**config.mk**
```make
export PLATFORM = sky130hd
export DESIGN_NAME = pipe_ctrl
export DESIGN_NICKNAME = d
export VERILOG_FILES = /design/src/rtl/pipe_ctrl.sv
export SDC_FILE = /design/constraint.sdc
export NUM_CORES = 1
export LEC_CHECK = 0
export BUFFER_PORTS_ARGS = -buffer_cell sky130_fd_sc_hd__buf_2
export CAP_MARGIN = 20
export CORE_MARGIN = 5
export CORE_UTILIZATION = 38
export DETAILED_ROUTE_END_ITERATION = 10
export PLACE_DENSITY = 0.75
export REMOVE_ABC_BUFFERS = 1
export SYNTH_ARGS = -nofsm -noshare
export SYNTH_HDL_FRONTEND = slang
export SYNTH_SLANG_ARGS = --single-unit
```
**constraint.sdc**
```tcl
create_clock -name clk -period 1.38 [get_ports clk]
set_clock_uncertainty 0.1 [all_clocks]
set_input_delay 0.069 -clock clk [delete_from_list [all_inputs] [get_ports clk]]
set_output_delay 0.069 -clock clk [all_outputs]
set_load 0.02 [all_outputs]
```
**src/rtl/pipe_ctrl.sv**
```systemverilog
// Pipeline hazard/flush controller: interlocks, MDU busy window and M-stage flushes.
// Latency: enables/clears are combinational for the next edge; MDU busy starts the cycle after the start.
// Backpressure: a stall freezes PC and F/D and injects a D/E bubble. Optional PIPE_CTRL_PERF_EN adds a stall counter.
module pipe_ctrl #(
    parameter int MULT_CYC = 5,
    parameter int DIV_CYC  = 10
) (
    input  logic        clk,
    input  logic        reset,
    input  logic [4:0]  d_rs,
    input  logic [4:0]  d_rt,
    input  logic [1:0]  d_tuse_rs,
    input  logic [1:0]  d_tuse_rt,
    input  logic [4:0]  e_wa,
    input  logic [4:0]  m_wa,
    input  logic [1:0]  e_tnew,
    input  logic [1:0]  m_tnew,
    input  logic        d_is_mdu,
    input  logic        e_mdu_start,
    input  logic        e_mdu_div,
    input  logic        m_exc,
    input  logic        m_eret,
    output logic        pc_en,
    output logic        f2d_en,
    output logic        d2e_en,
    output logic        e2m_en,
    output logic        m2w_en,
    output logic        f2d_clr,
    output logic        d2e_clr,
    output logic        e2m_clr,
    output logic        m2w_clr,
    output logic        stall,
    output logic        mdu_busy
`ifdef PIPE_CTRL_PERF_EN
    ,
    output logic [31:0] perf_stall_cnt
`endif
);

    localparam logic [3:0] MULT_N = 4'(MULT_CYC);
    localparam logic [3:0] DIV_N  = 4'(DIV_CYC);

    logic [3:0] mdu_cnt_q, mdu_cnt_d;
    logic       rs_haz, rt_haz, mdu_haz, flush;

    // A source hazards when a producer still needs more cycles than the consumer can wait; $0 never hazards.
    function automatic logic src_haz(input logic [4:0] r, input logic [1:0] tuse,
                                     input logic [4:0] ewa, input logic [1:0] etn,
                                     input logic [4:0] mwa, input logic [1:0] mtn);
        src_haz = (r != 5'd0) && (tuse != 2'd3) &&
                  (((ewa == r) && (etn > tuse)) || ((mwa == r) && (mtn > tuse)));
    endfunction

    assign rs_haz   = src_haz(d_rs, d_tuse_rs, e_wa, e_tnew, m_wa, m_tnew);
    assign rt_haz   = src_haz(d_rt, d_tuse_rt, e_wa, e_tnew, m_wa, m_tnew);
    assign mdu_busy = (mdu_cnt_q != 4'd0);
    assign mdu_haz  = d_is_mdu & (mdu_busy | e_mdu_start);
    assign flush    = m_exc | m_eret;
    assign stall    = (rs_haz | rt_haz | mdu_haz) & ~flush;

    always_comb begin
        pc_en   = 1'b1;
        f2d_en  = 1'b1;
        d2e_en  = 1'b1;
        e2m_en  = 1'b1;
        m2w_en  = 1'b1;
        f2d_clr = 1'b0;
        d2e_clr = 1'b0;
        e2m_clr = 1'b0;
        m2w_clr = 1'b0;
        if (m_exc) begin
            f2d_clr = 1'b1;
            d2e_clr = 1'b1;
            e2m_clr = 1'b1;
            m2w_clr = 1'b1;
        end else if (m_eret) begin
            // eret itself sits in M and must still reach W
            f2d_clr = 1'b1;
            d2e_clr = 1'b1;
            e2m_clr = 1'b1;
        end else if (stall) begin
            pc_en   = 1'b0;
            f2d_en  = 1'b0;
            d2e_clr = 1'b1;
        end
    end

    always_comb begin
        mdu_cnt_d = mdu_cnt_q;
        if (e_mdu_start && !mdu_busy && !flush)
            mdu_cnt_d = e_mdu_div ? DIV_N : MULT_N;
        else if (mdu_busy)
            mdu_cnt_d = mdu_cnt_q - 4'd1;
    end

    always_ff @(posedge clk) begin
        if (reset) mdu_cnt_q <= 4'd0;
        else       mdu_cnt_q <= mdu_cnt_d;
    end

`ifdef PIPE_CTRL_PERF_EN
    logic [31:0] perf_q;
    always_ff @(posedge clk) begin
        if (reset)      perf_q <= 32'd0;
        else if (stall) perf_q <= perf_q + 32'd1;
    end
    assign perf_stall_cnt = perf_q;
`endif

endmodule

```
======== Word level (Yosys, flattened, before mapping) ========
Index checks and enable logic that the tools add are counted.
cells by class
  bitwise operators ....................... 7
  mux-type cells .......................... 12
  magnitude comparators ................... 4
  $add $sub $neg .......................... 1
  eq/ne operators ......................... 6
  reductions and logical operators ........ 18
operators by type and width
  operator               number
  $eq A5 B5 Y1           4
  $mux W4                3
  $logic_and A1 B1 Y1    10
  $reduce_bool A5 Y1     2
  $mux W1                9
  $gt A2 B2 Y1           4
  $ne A2 B2 Y1 const B   2
  $or A1 B1 Y1           4
  $reduce_bool A4 Y1     1
  $sub A4 B1 Y4 const B  1
  $and A1 B1 Y1          2
  $logic_not A1 Y1       2
  $logic_or A1 B1 Y1     2
  $reduce_bool A2 Y1     1
  $not A1 Y1             1
storage, ports and cells
  logic and storage cells ................. 49
  bits of input ports ..................... 35
  output and inout port bits .............. 11
  bits in registers ....................... 4

======== Depth between registers and ports, before layout ========
  depth after elaboration ................. 10
  depth in mapped cells ................... 8
  mapped depth without buffers ............ 7

======== Worst setup path after synthesis ========
Ideal clock, no wire load.
  kind .................................... register to output
  from .................................... register mdu_cnt_q[0]
  to ...................................... output pc_en
  required time ........................... 1.211 ns
  buffers on the path ..................... 1
  data arrival time ....................... 1.888 ns
  setup slack ............................. -0.677 ns
  cell stages (with the launch flop) ...... 9
  path through ............................ dfxtp_1 inv_1 ha_1 and2_2 inv_1 o21ai_0 nor2_1 nor3_1 buf_4
on the way
  word-level cells in the longest chain between the ends .. 8
RTL lines
  element                   line  source
  start: declaration        43    logic [3:0] mdu_cnt_q, mdu_cnt_d;
  start signal: assignment  98    else mdu_cnt_q <= mdu_cnt_d;
  $reduce_bool A4 Y1        56    assign mdu_busy = (mdu_cnt_q != 4'd0);
  net mdu_busy              33    output logic mdu_busy
  $or A1 B1 Y1              57    assign mdu_haz = d_is_mdu & (mdu_busy | e_mdu_start);
  $and A1 B1 Y1             57
  $or A1 B1 Y1              59    assign stall = (rs_haz | rt_haz | mdu_haz) & ~flush;
  $and A1 B1 Y1             59
  $mux W1 (3 in a row)      n/a
  end: declaration          23    output logic pc_en,
The timed path passes the listed nets, and every way through them passes these cells.

======== Worst setup path after layout ========
  from .................................... input d_tuse_rt[1]
  to ...................................... output stall
on the way
  word-level cells in the longest chain between the ends .. 7
  elaborated cells on any way between the ends .. 11
  those cells by class .................... 2 x order compare; 1 x eq/ne; 3 x bitwise; 5 x reduce/logical
RTL lines
  element                        line  source
  start: declaration             13    input logic [1:0] d_tuse_rt,
  $gt A2 B2 Y1                   51    (((ewa == r) && (etn > tuse)) || ((mwa == r) && (mtn > tuse)));
  $logic_and A1 B1 Y1            51
  $logic_or A1 B1 Y1             51
  $logic_and A1 B1 Y1 (*)        50    src_haz = (r != 5'd0) && (tuse != 2'd3) &&
  $or A1 B1 Y1 (*) (2 in a row)  59
  $and A1 B1 Y1 (*)              59
  end: declaration               32    output logic stall,
Every way passes the cells marked *; elsewhere a longest branch is shown, timed or not.

==> impl_metrics.toml <==
[synthesis]
synth_top_family_by_area = "XOR/XNOR gates"
synth-simple-area-share_pct = 20.5
synth_xor_area_share_pct = 24.5
synth_area_sq_um = 752
ys_seq_elements = 4
ys_types = 21
synthMuxAreaShare_pct = 0
synth_compound_area_share_pct = 15.3
syn_area_per_cell_sq_um = 7.30
synth-seq-area-share_pct = 10.6
syn_inst = 103
synthAdderAreaFrac_pct = 16.6
ys_warn_count = 0

[die]
core-area_sq_um = 1920
io_pins = 46
die_h_um = 54.5
die_w_um = 54.5
num_rows = 16
initial_core_util_pct = 39.1
die_area_sq_um = 2970

[detailed_routing]
drc = 0
wl_per_cell_um = 14.0
drtIter0Drc = 15
post_drt_via_cell_ratio = 4.96
ant_nets = 0
vias = 948
firstDrtPassIters = 6
wl_um = 2680

[critical_path]
critical_path.slowest_cell = "or3_1"
crit_path_start_kind = "input pin"
end_kind = "primary output"
crit_path_max_fanout = 2
slowest_delay_ns = 0.36
cp.arrival_ns = 1.65
crit_chain = "buf_2 > inv_1 > ha_1 > a21oi_1 > nor4_2 > o211a_1 > or3_1 > buf_6"
cp.required_ns = 1.21
path_class = "in -> out"

[run_status]
status = "finished, violations left"
failed_checks = "negative setup slack"

[pwr]
power_leakage_nw = 0.635
fin_total_pwr_w = 0.00167
irDropWorstVdd_v = 0.000916
cellPowerDensity_nw_per_um2 = 1300

[timing]
rsz0062_at_grt = "yes"
post-route-min-period_ns = 1.82
setup_slack_ns = -0.437
slew_violations = 0
setup_violations = 9
timing.final.crit_share_pct = 132
holdWs_ns = 0.129
max_freq_mhz = 551
hold_violations = 0

[clock_tree]
cts.sinks = 4
htree_levels = 1
cts.path.max_buffers = 2
cts_tree = "built"
insertion_delay_ns = 0.24
clk_pin_slew_worst_paths_ns = 0.04
cts_root_buf = "clkbuf_4"
cts-buffers-inserted = 3

[global_route]
grtUsageTotal_pct = 19.3
grt_max_degree = 7
grt_pass1_vias = 961
grt_pass1_wl_um = 4110
grt_antenna_before_repair = 0
gr-total-overflow = 0

[finish]
nets = 211
drive_gt1_share_pct = 51.2
stdcell_count = 191
syn_to_final_growth_pct = 70.7
finish.utilization_pct = 66.8
top_register = "mdu_cnt_q"
largest_reg_flops = 4
top_regs = "mdu_cnt_q: 4 flops"
antenna_cells = 0

[placement]
pre_cts_ws_ns = -0.373
gp_congestion = 0.877
io_buffer_count = 42
dp_hpwl_um = 1930
place_inst = 182

[job]
maxCapViolations = 0

[worst_hold_path]
hp-class = "in -> reg"
-- through the flow --
| stage | instance area [sq um] | setup TNS (ns) |
|---|---|---|
| floorplan | 714 | -2.02 |
| detailed placement | 1060 | -1.41 |
| global placement | 1060 | -1.17 |
| finish | 1280 | -1.69 |
| global route | 1280 | -2.26 |
| CTS | 1190 | -1.26 |
-- where the power goes --
part | switching [W] | internal [W] | leakage (nW)
Combinational | 0.000602 | 0.000709 | 0.588
Sequential | 0.0000358 | 0.000178 | 0.0337
Clock | 0.0000525 | 0.0000976 | 0.0138
Total | 0.000690 | 0.000985 | 0.635
-- cell families after synthesis --
family | Yosys count
AOI/OAI and AO/OA | 19
xor gates and xnor gates | 21
adders and majority gates | 10
buffers and inverters | 18
DFF | 4
other | 1
and+or+nand+nor | 30
-- synth_stat cells --
cell,count,area [sq um]
nor3_1,4,20.0
nand2_1,6,22.5
o211a_1,2,20.0
a21oi_1,7,35.0
nor2_1,6,22.5
o21ai_0,6,30.0
buf_4,6,45.0
xnor2_1,13,114
xor2_1,8,70.1
and3_1,1,6.26
dfxtp_1,4,80.1
conb_1,1,3.75
or3_1,2,12.5
and2_1,1,6.26
nor4_1,4,25.0
nand4_1,5,31.3
and2_2,1,7.51
inv_1,12,45.0
a211oi_1,2,15.0
ha_1,10,125
a22oi_1,2,15.0
-- worst max-delay path: cells and delay by family --
family / cells / cell delay (ns)
AO/OA/AOI/OAI: 2 / 0.51
adder cells (fa/ha/maj): 1 / 0.31
buffers and inverters: 3 / 0.29
AND/OR/NAND/NOR: 2 / 0.46
-- per-layer routing --
metal,global-route usage [%],part of all wire (%)
met1,19.9,36
met2,38.4,57
met3,2.45,4.8
met4,7.47,2.1
met5,0,0
-- layout make-up --
| type | instances | area [sq um] |
|---|---|---|
| Tap cell | 27 | 33.8 |
| Inverter | 12 | 47.5 |
| Fill cell | 167 | 638 |
| Timing Repair Buffer | 62 | 394 |
| Clock buffer | 3 | 22.5 |
| Multi-Input combinational cell | 83 | 703 |
| Sequential cell | 4 | 82.6 |
-- path summary, 6_finish.rpt --
path	start	endpoint	slack (ns)	cells past startpoint
setup / recovery	d_tuse_rt[1]	stall	-0.44	8
setup reg to reg	mdu_cnt_q[1]$_SDFFE_PP0P_	mdu_cnt_q[0]$_SDFFE_PP0P_	-0.07	9
hold reg to reg	mdu_cnt_q[0]$_SDFFE_PP0P_	mdu_cnt_q[1]$_SDFFE_PP0P_	0.52	3
hold / removal	e_mdu_div	mdu_cnt_q[2]$_SDFFE_PP0P_	0.13	3
-- timing repair --
action                     in CTS  in global routing
pin swaps                       8                 10
hold buffers                    1                  0
gates cloned                    0                  0
gates resized for setup        22                 17
setup endpoints to repair       7                  9
hold endpoints to repair        3                  0
buffers inserted               23                  3
-- layout by cell type, fill, tap and decap left out --
master / n
nor4_4: 1
o21ai_4: 1
ha_4: 2
buf_4: 19
a211oi_1: 1
xnor2_4: 1
dlygate4sd3_1: 1
nand2_1: 6
xor2_1: 8
nor3_1: 3
nor3_2: 1
dfxtp_2: 2
nor2_2: 1
a21oi_1: 5
a211oi_2: 1
and2_4: 1
conb_1: 3
inv_4: 1
nor2_1: 5
clkbuf_4: 3
or3_1: 2
xnor2_1: 12
a21oi_2: 2
o211a_1: 2
nor4_2: 3
a22oi_1: 2
o21ai_1: 1
ha_1: 8
and2_1: 1
buf_6: 5
inv_2: 2
buf_2: 37
o21ai_0: 3
dfxtp_1: 2
inv_1: 9
o21ai_2: 1
nand4_1: 5
and3_1: 1
Note: power is estimated with default switching activity, not from simulation.
